**src/rtl/interp_sched_pkg.sv**
```systemverilog
// Shared definitions for the interpolator scheduler: position vector, tag layout,
// pipeline depth constant and scheduler FSM states.
package interp_sched_pkg;

    localparam int unsigned PFRAC  = 8;
    localparam int unsigned PWIDTH = 16;

    typedef struct packed {
        logic [PWIDTH-1:0] x;
        logic [PWIDTH-1:0] y;
    } posvec_t;

    localparam int unsigned INTERP_MAX_INFLIGHT = 16;
    localparam int unsigned INTERP_NREQ         = 4;
    localparam int unsigned INTERP_UWIDTH       = 16;

    // Layout of the interpolator user field: requester id above the requester's own tag.
    typedef struct packed {
        logic [$clog2(INTERP_NREQ)-1:0] id;
        logic [INTERP_UWIDTH-1:0]       user;
    } interp_tag_t;

    typedef enum logic [1:0] {
        ST_RUN   = 2'd0,
        ST_DRAIN = 2'd1,
        ST_HELD  = 2'd2
    } sched_state_t;

endpackage

```
**src/rtl/interp_sched_rr_arbiter.sv**
```systemverilog
// Round-robin arbiter: grants the first valid requester at or after ptr, with wrap.
// Pointer is owned by the caller so it can be advanced only on real acceptance.
module rr_arbiter #(
    parameter int unsigned NREQ = 4,
    parameter int unsigned IDW  = $clog2(NREQ)
) (
    input  logic [NREQ-1:0] valid,
    input  logic [IDW-1:0]  ptr,
    input  logic            en,
    output logic [NREQ-1:0] grant,
    output logic [IDW-1:0]  grant_id,
    output logic            any
);

    function automatic logic [IDW-1:0] slot(input logic [IDW-1:0] p, input int unsigned i);
        return IDW'((32'(p) + i) % NREQ);
    endfunction

    always_comb begin
        grant    = '0;
        grant_id = '0;
        any      = 1'b0;
        if (en) begin
            for (int unsigned i = 0; i < NREQ; i++) begin
                if (!any && valid[slot(ptr, i)]) begin
                    any               = 1'b1;
                    grant[slot(ptr, i)] = 1'b1;
                    grant_id          = slot(ptr, i);
                end
            end
        end
    end

endmodule

```
**src/rtl/interp_sched.sv**
```systemverilog
// Shares one interpolator among NREQ requesters with round-robin, credit-limited issue,
// tagged result routing and a drain handshake. Optional stats: INTERP_SCHED_STATS_EN.
module interp_sched
    import interp_sched_pkg::*;
#(
    parameter int unsigned NREQ         = 4,
    parameter int unsigned UWIDTH       = 16,
    parameter int unsigned DWIDTH       = 16,
    parameter int unsigned MAX_INFLIGHT = INTERP_MAX_INFLIGHT,
    parameter int unsigned IDW          = $clog2(NREQ),
    parameter int unsigned CW           = $clog2(MAX_INFLIGHT + 1)
) (
    input  logic                           clk,
    input  logic                           rst_n,
    input  logic [NREQ-1:0]                req_valid,
    output logic [NREQ-1:0]                req_ready,
    input  posvec_t [NREQ-1:0]             req_pos,
    input  logic [NREQ-1:0][UWIDTH-1:0]    req_user,
    input  logic                           drain_req,
    output logic                           drain_ack,
    output logic                           interp_valid,
    output posvec_t                        interp_pos,
    output logic [IDW+UWIDTH-1:0]          interp_user,
    input  logic                           interp_res_valid,
    input  logic [IDW+UWIDTH-1:0]          interp_res_user,
    input  logic [DWIDTH+2*PFRAC-1:0]      interp_res_data,
    output logic [NREQ-1:0]                rsp_valid,
    output logic [DWIDTH+2*PFRAC-1:0]      rsp_data,
    output logic [UWIDTH-1:0]              rsp_user,
    output logic [CW-1:0]                  inflight,
    output logic                           err_underflow
`ifdef INTERP_SCHED_STATS_EN
   ,output logic [NREQ-1:0][31:0]          grant_cnt,
    output logic [31:0]                    stall_cnt
`endif
);

    localparam logic [CW-1:0] MAX_CNT = CW'(MAX_INFLIGHT);

    sched_state_t    state;
    logic [IDW-1:0]  rr_ptr;
    logic [IDW-1:0]  gnt_id;
    logic            grant_en;
    logic            accept;
    logic            res_hit;
    logic [IDW-1:0]  res_id;
    logic [NREQ-1:0] rsp_sel;

    // rst_n gates the grant so req_ready is also zero while reset is held.
    assign grant_en = rst_n && (state == ST_RUN) && !drain_req && (inflight < MAX_CNT);
    assign res_hit  = interp_res_valid && (inflight != '0);
    assign res_id   = interp_res_user[IDW+UWIDTH-1 -: IDW];
    assign rsp_sel  = {{(NREQ-1){1'b0}}, 1'b1} << res_id;

    rr_arbiter #(
        .NREQ (NREQ),
        .IDW  (IDW)
    ) u_arb (
        .valid    (req_valid),
        .ptr      (rr_ptr),
        .en       (grant_en),
        .grant    (req_ready),
        .grant_id (gnt_id),
        .any      (accept)
    );

    always_ff @(posedge clk or negedge rst_n) begin
        if (!rst_n) begin
            state         <= ST_RUN;
            rr_ptr        <= '0;
            inflight      <= '0;
            interp_valid  <= 1'b0;
            interp_pos    <= '0;
            interp_user   <= '0;
            rsp_valid     <= '0;
            rsp_data      <= '0;
            rsp_user      <= '0;
            err_underflow <= 1'b0;
            drain_ack     <= 1'b0;
        end else begin
            interp_valid <= accept;
            if (accept) begin
                interp_pos  <= req_pos[gnt_id];
                interp_user <= {gnt_id, req_user[gnt_id]};
                rr_ptr      <= IDW'((32'(gnt_id) + 32'd1) % NREQ);
            end

            case ({accept, res_hit})
                2'b10:   inflight <= inflight + CW'(1);
                2'b01:   inflight <= inflight - CW'(1);
                default: ;
            endcase
            if (interp_res_valid && inflight == '0)
                err_underflow <= 1'b1;

            rsp_valid <= interp_res_valid ? rsp_sel : '0;
            if (interp_res_valid) begin
                rsp_data <= interp_res_data;
                rsp_user <= interp_res_user[UWIDTH-1:0];
            end

            drain_ack <= (state == ST_HELD) && drain_req;
            case (state)
                ST_RUN:   if (drain_req) state <= ST_DRAIN;
                ST_DRAIN: begin
                    if (!drain_req)
                        state <= ST_RUN;
                    else if (inflight == '0 && !interp_valid)
                        state <= ST_HELD;
                end
                ST_HELD:  if (!drain_req) state <= ST_RUN;
                default:  state <= ST_RUN;
            endcase
        end
    end

`ifdef INTERP_SCHED_STATS_EN
    always_ff @(posedge clk or negedge rst_n) begin
        if (!rst_n) begin
            grant_cnt <= '0;
            stall_cnt <= '0;
        end else begin
            if (accept)
                grant_cnt[gnt_id] <= grant_cnt[gnt_id] + 32'd1;
            if ((state == ST_RUN) && !drain_req && (inflight == MAX_CNT) && (|req_valid))
                stall_cnt <= stall_cnt + 32'd1;
        end
    end
`endif

endmodule
```
**config.mk**
```make
export PLATFORM = sky130hd
export DESIGN_NAME = interp_sched
export DESIGN_NICKNAME = d
export VERILOG_FILES = /design/src/rtl/interp_sched_pkg.sv /design/src/rtl/interp_sched_rr_arbiter.sv /design/src/rtl/interp_sched.sv
export SDC_FILE = /design/constraint.sdc
export NUM_CORES = 1
export LEC_CHECK = 0
export ABC_CLOCK_PERIOD_IN_PS = 4700
export CAP_MARGIN = 15
export CORE_AREA = 2 2 186 115
export CTS_CLUSTER_SIZE = 28
export DETAILED_ROUTE_END_ITERATION = 12
export DIE_AREA = 0 0 188 117
export PLACE_DENSITY_LB_ADDON = 0.3
export SLEW_MARGIN = 20
export SYNTH_ARGS = -nofsm -noshare
export SYNTH_HDL_FRONTEND = slang
export SYNTH_SLANG_ARGS = --single-unit
```
**constraint.sdc**
```tcl
create_clock -name clk -period 4.7 [get_ports clk]
set_input_delay 0.94 -clock clk [delete_from_list [all_inputs] [get_ports clk]]
set_output_delay 0.94 -clock clk [all_outputs]
set_load 0.02 [all_outputs]
```
==> impl_metrics.xml <==
<?xml version="1.0" encoding="UTF-8"?>
<metrics>
  <group name="run_status">
    <metric name="outcome" unit="">completed</metric>
  </group>
  <group name="yosys">
    <metric name="ys.warnings.count" unit="">0</metric>
    <metric name="postSynthAreaPerCell" unit="µm²">10.1</metric>
    <metric name="netlist_instances" unit="">732</metric>
    <metric name="postSynth.topFlopCell" unit="">dfrtp_1</metric>
    <metric name="synth_seq_area_share" unit="%">38.5</metric>
    <metric name="synth_area_in_simple_gates" unit="%">12.1</metric>
    <metric name="synth_compound_area_share" unit="%">24.7</metric>
    <metric name="number_of_enable_type_register_cells_in_the_synthesized_netlist" unit="">0</metric>
    <metric name="synth.distinct_cells" unit="">51</metric>
    <metric name="synth_top_area_share" unit="%">38.5</metric>
    <metric name="synth.ff_latch_count" unit="">114</metric>
    <metric name="post_synth_xor_area_fraction" unit="%">0.828</metric>
    <metric name="mapped_cell_area" unit="µm²">7410</metric>
    <metric name="netlist.top_cell.by_area" unit="">dfrtp_1</metric>
    <metric name="netlist_top_cells_area" unit="">dfrtp_1, mux2_2, mux2i_1</metric>
    <metric name="syn_nets" unit="">995</metric>
    <metric name="main_combinational_cell_family_by_area_after_synthesis" unit="">compound AO/OA/AOI/OAI gates</metric>
    <metric name="synth_async_sr_flop_share" unit="%">100</metric>
    <metric name="synth.area.mux_share" unit="%">15.5</metric>
    <metric name="synth_fa_ha_area_share" unit="%">2.30</metric>
  </group>
  <group name="floorplanning">
    <metric name="die_height" unit="µm">117</metric>
    <metric name="initial_core_utilization" unit="%">36.2</metric>
    <metric name="die-area" unit="µm²">22000</metric>
    <metric name="chipWidth" unit="µm">188</metric>
    <metric name="ioPinCount" unit="">364</metric>
    <metric name="std_cell_rows" unit="">41</metric>
    <metric name="core_area" unit="µm²">20500</metric>
  </group>
  <group name="place">
    <metric name="pre_cts_slack" unit="ns">0.399</metric>
    <metric name="io_buffer_count" unit="">363</metric>
    <metric name="post-dp-hpwl" unit="mm">20.0</metric>
    <metric name="gp_congestion" unit="">0.864</metric>
    <metric name="placedInstanceArea" unit="µm²">11200</metric>
  </group>
  <group name="clocking">
    <metric name="post_cts_sizing_count" unit="">0</metric>
    <metric name="clkSinkCount" unit="">114</metric>
    <metric name="clock_insertion_delay_worst_skew" unit="ns">0.41</metric>
    <metric name="cts_tree" unit="">done</metric>
    <metric name="cts_setup_buffers" unit="">0</metric>
    <metric name="cts_max_level" unit="">4</metric>
    <metric name="max_root_sink_buffers" unit="">2</metric>
    <metric name="cts_hold_repair.buffers" unit="">0</metric>
    <metric name="cts_root_buf" unit="">clkbuf_16</metric>
    <metric name="cts-buffers-inserted" unit="">17</metric>
    <metric name="worst_setup_hold_path_clk_slew" unit="ns">0.06</metric>
  </group>
  <group name="route">
    <metric name="drtAntennaViolNets" unit="">0</metric>
    <metric name="vias_per_cell" unit="">5.43</metric>
    <metric name="finalWirelength" unit="mm">27.5</metric>
    <metric name="wl_per_cell" unit="µm">20.3</metric>
    <metric name="via_count" unit="">7353</metric>
    <metric name="detail_route.drc_violations" unit="">0</metric>
    <metric name="drt_pre_antenna_iters" unit="">7</metric>
    <metric name="drtIter0Drc" unit="">571</metric>
  </group>
  <group name="timing">
    <metric name="final_hold_violation_count" unit="">0</metric>
    <metric name="timing.final.crit_share" unit="%">92.4</metric>
    <metric name="min_tclk_post_route" unit="ns">4.34</metric>
    <metric name="tightestPinTransition" unit="ns">0.876</metric>
    <metric name="setup_slack" unit="ns">0.355</metric>
    <metric name="maxSlewViolCount" unit="">0</metric>
    <metric name="clock.fmax" unit="MHz">230</metric>
    <metric name="setup_total_negative_slack" unit="ns">0</metric>
    <metric name="slew_headroom" unit="%">41.6</metric>
    <metric name="finalSetupViolCount" unit="">0</metric>
    <metric name="timing.clock.skew" unit="ns">0.0114</metric>
    <metric name="setup_repair_after_global_routing_missed_its_margin" unit="">no</metric>
  </group>
  <group name="power_and_ir_drop">
    <metric name="total_power" unit="W">0.00635</metric>
    <metric name="p_per_area" unit="nW/µm²">537</metric>
    <metric name="worst_ir_drop_vdd" unit="V">0.000305</metric>
    <metric name="p_leak" unit="nW">4.60</metric>
  </group>
  <group name="layout">
    <metric name="postLayoutCoreUtil" unit="%">57.8</metric>
    <metric name="fin_nets" unit="">1326</metric>
    <metric name="share_of_cells_above_drive_strength_1" unit="%">14.5</metric>
    <metric name="stdcell_area" unit="µm²">11800</metric>
    <metric name="syn2layout_area_growth" unit="%">59.7</metric>
    <metric name="antennaDiodeCount" unit="">0</metric>
  </group>
  <group name="grt">
    <metric name="grt_start_max_net_pins" unit="">68</metric>
    <metric name="grt_pass1_vias" unit="">7081</metric>
    <metric name="grt_overflow_total" unit="">0</metric>
    <metric name="antenna_found_initial" unit="">2</metric>
    <metric name="global_route.usage.total" unit="%">24.9</metric>
    <metric name="first_pass_grt_wire_length" unit="mm">42.2</metric>
  </group>
  <group name="critical_path">
    <metric name="reg2reg_depth" unit="">9</metric>
    <metric name="rr_startpoint" unit="">rr_ptr[1]</metric>
    <metric name="worst_ep_arrival_time" unit="ns">3.40</metric>
    <metric name="critical_path_required" unit="ns">3.76</metric>
    <metric name="crit_path_end_kind" unit="">output pin</metric>
    <metric name="reg2reg_slack" unit="ns">0.94</metric>
    <metric name="crit-reg2reg-capture" unit="">interp_pos[11]</metric>
    <metric name="critical_path_peak_fanout" unit="">9</metric>
    <metric name="critical_path.startpoint_type" unit="">input port</metric>
    <metric name="critPathKind" unit="">input port to output pin</metric>
  </group>
  <group name="worst_hold_path">
    <metric name="worstHoldStart" unit="">err_underflow</metric>
    <metric name="hp-class" unit="">flip-flop to flip-flop</metric>
    <metric name="hold_path_end" unit="">err_underflow</metric>
    <metric name="hold_path_depth" unit="">1</metric>
  </group>
  <group name="flow_run">
    <metric name="drv_cap" unit="">0</metric>
  </group>
</metrics>
==> synth_stat cells, drive strengths merged, types with 2 or more instances <==
| cell | n |
|---|---|
| dfrtp | 114 |
| a211oi | 76 |
| nor2 | 58 |
| o21ai | 58 |
| mux2 | 51 |
| mux2i | 50 |
| nand3 | 47 |
| buf | 46 |
| nand2 | 42 |
| clkbuf | 30 |
| a32o | 28 |
| and3 | 21 |
| a2111oi | 19 |
| o2111ai | 19 |
| ha | 12 |
| a21oi | 9 |
| inv | 6 |
| and3b | 5 |
| a221o | 4 |
| xnor2 | 4 |
| a21o | 3 |
| mux4 | 3 |
| nor3b | 3 |
| o211ai | 3 |
| xor2 | 3 |
| nor2b | 2 |
==> layout by cell type (no fill, tap or decap), types with 2 or more instances in the layout <==
cell type and count:
a2111oi_0 14, a2111oi_2 5, a211oi_1 50, a211oi_2 26
a21o_1 3, a21oi_1 9, a221o_1 4, a32o_1 28
and3_1 21, and3b_1 5, buf_4 25, bufinv_16 3
clkbuf_16 17, clkdlybuf4s50_1 361, clkinv_4 2, dfrtp_1 113
ha_1 12, inv_1 6, inv_6 7, inv_8 2
mux2_2 51, mux2i_1 49, mux4_2 3, nand2_1 42
nand3_1 47, nor2_1 55, nor2_4 3, nor3b_1 3
o2111ai_1 19, o211ai_1 2, o21ai_0 19, o21ai_1 39
xnor2_1 4, xor2_1 3
==> layout make-up <==
cell class / count / area, µm²
fill: 1754 / 8640
multi-input combinational: 535 / 4140
timing repair buffer: 388 / 3830
sequential: 114 / 2860
clock buffer: 18 / 439
tap: 279 / 349
clock inverter: 14 / 190
inverter: 7 / 31.3
==> layer usage <==
metal	track usage, %	part of all wire (%)	routed length [µm]
met5	0	0	0
met4	5.46	1.2	317
met3	5.01	5.9	1620
met2	38.6	46	12700
met1	36.0	47	12800
==> flip-flops by register name, indices dropped and copies added (netlist names) <==
| register | cells |
|---|---|
| drain_ack | 1 |
| err_underflow | 1 |
| inflight | 5 |
| interp_pos | 32 |
| interp_user | 18 |
| interp_valid | 1 |
| rr_ptr | 2 |
| rsp_data | 32 |
| rsp_user | 16 |
| rsp_valid | 4 |
| state | 2 |
==> critical path: stages <==
cell and delay (ns):
clkdlybuf4s50_1 0.54, mux4_2 0.61, nor2b_2 0.25, a221o_1 0.17, o21ai_0 0.10, a21oi_1 0.17
clkdlybuf4s50_1 0.62
==> metrics by stage <==
stage	hold slack [ns]	instances
CTS	0.465	1355
floorplan	0.539	732
finish	0.458	1355
detailed placement	0.452	1323
global placement	0.440	1323
global route	0.497	1355
==> cell families after synthesis <==
| logic type | Yosys count |
|---|---|
| DFF | 114 |
| adders and majority gates | 13 |
| xor gates and xnor gates | 7 |
| AOI/OAI and AO/OA | 224 |
| buffers and inverters | 83 |
| muxes | 104 |
| and+or+nand+nor | 187 |
==> where the power goes <==
part	switching (W)	internal (W)	total, W
clock network	0.000533	0.000869	0.00140
logic	0.00196	0.00149	0.00346
registers	0.000205	0.00129	0.00149
==> worst max path at each step <==
stage | end | cells past startpoint | slack, ns | from
2_1_floorplan | req_ready[0] | 12 | 0.66 | rr_ptr[0]
3_3_place_gp | req_ready[3] | 7 | 0.45 | req_valid[2]
3_5_place_dp | req_ready[3] | 7 | 0.40 | req_valid[2]
4_1_cts | req_ready[3] | 7 | 0.38 | req_valid[2]
5_1_grt | req_ready[3] | 8 | 0.16 | rr_ptr[1]
6_report | req_ready[1] | 7 | 0.36 | req_valid[3]
(Power assumes the default switching activity.)
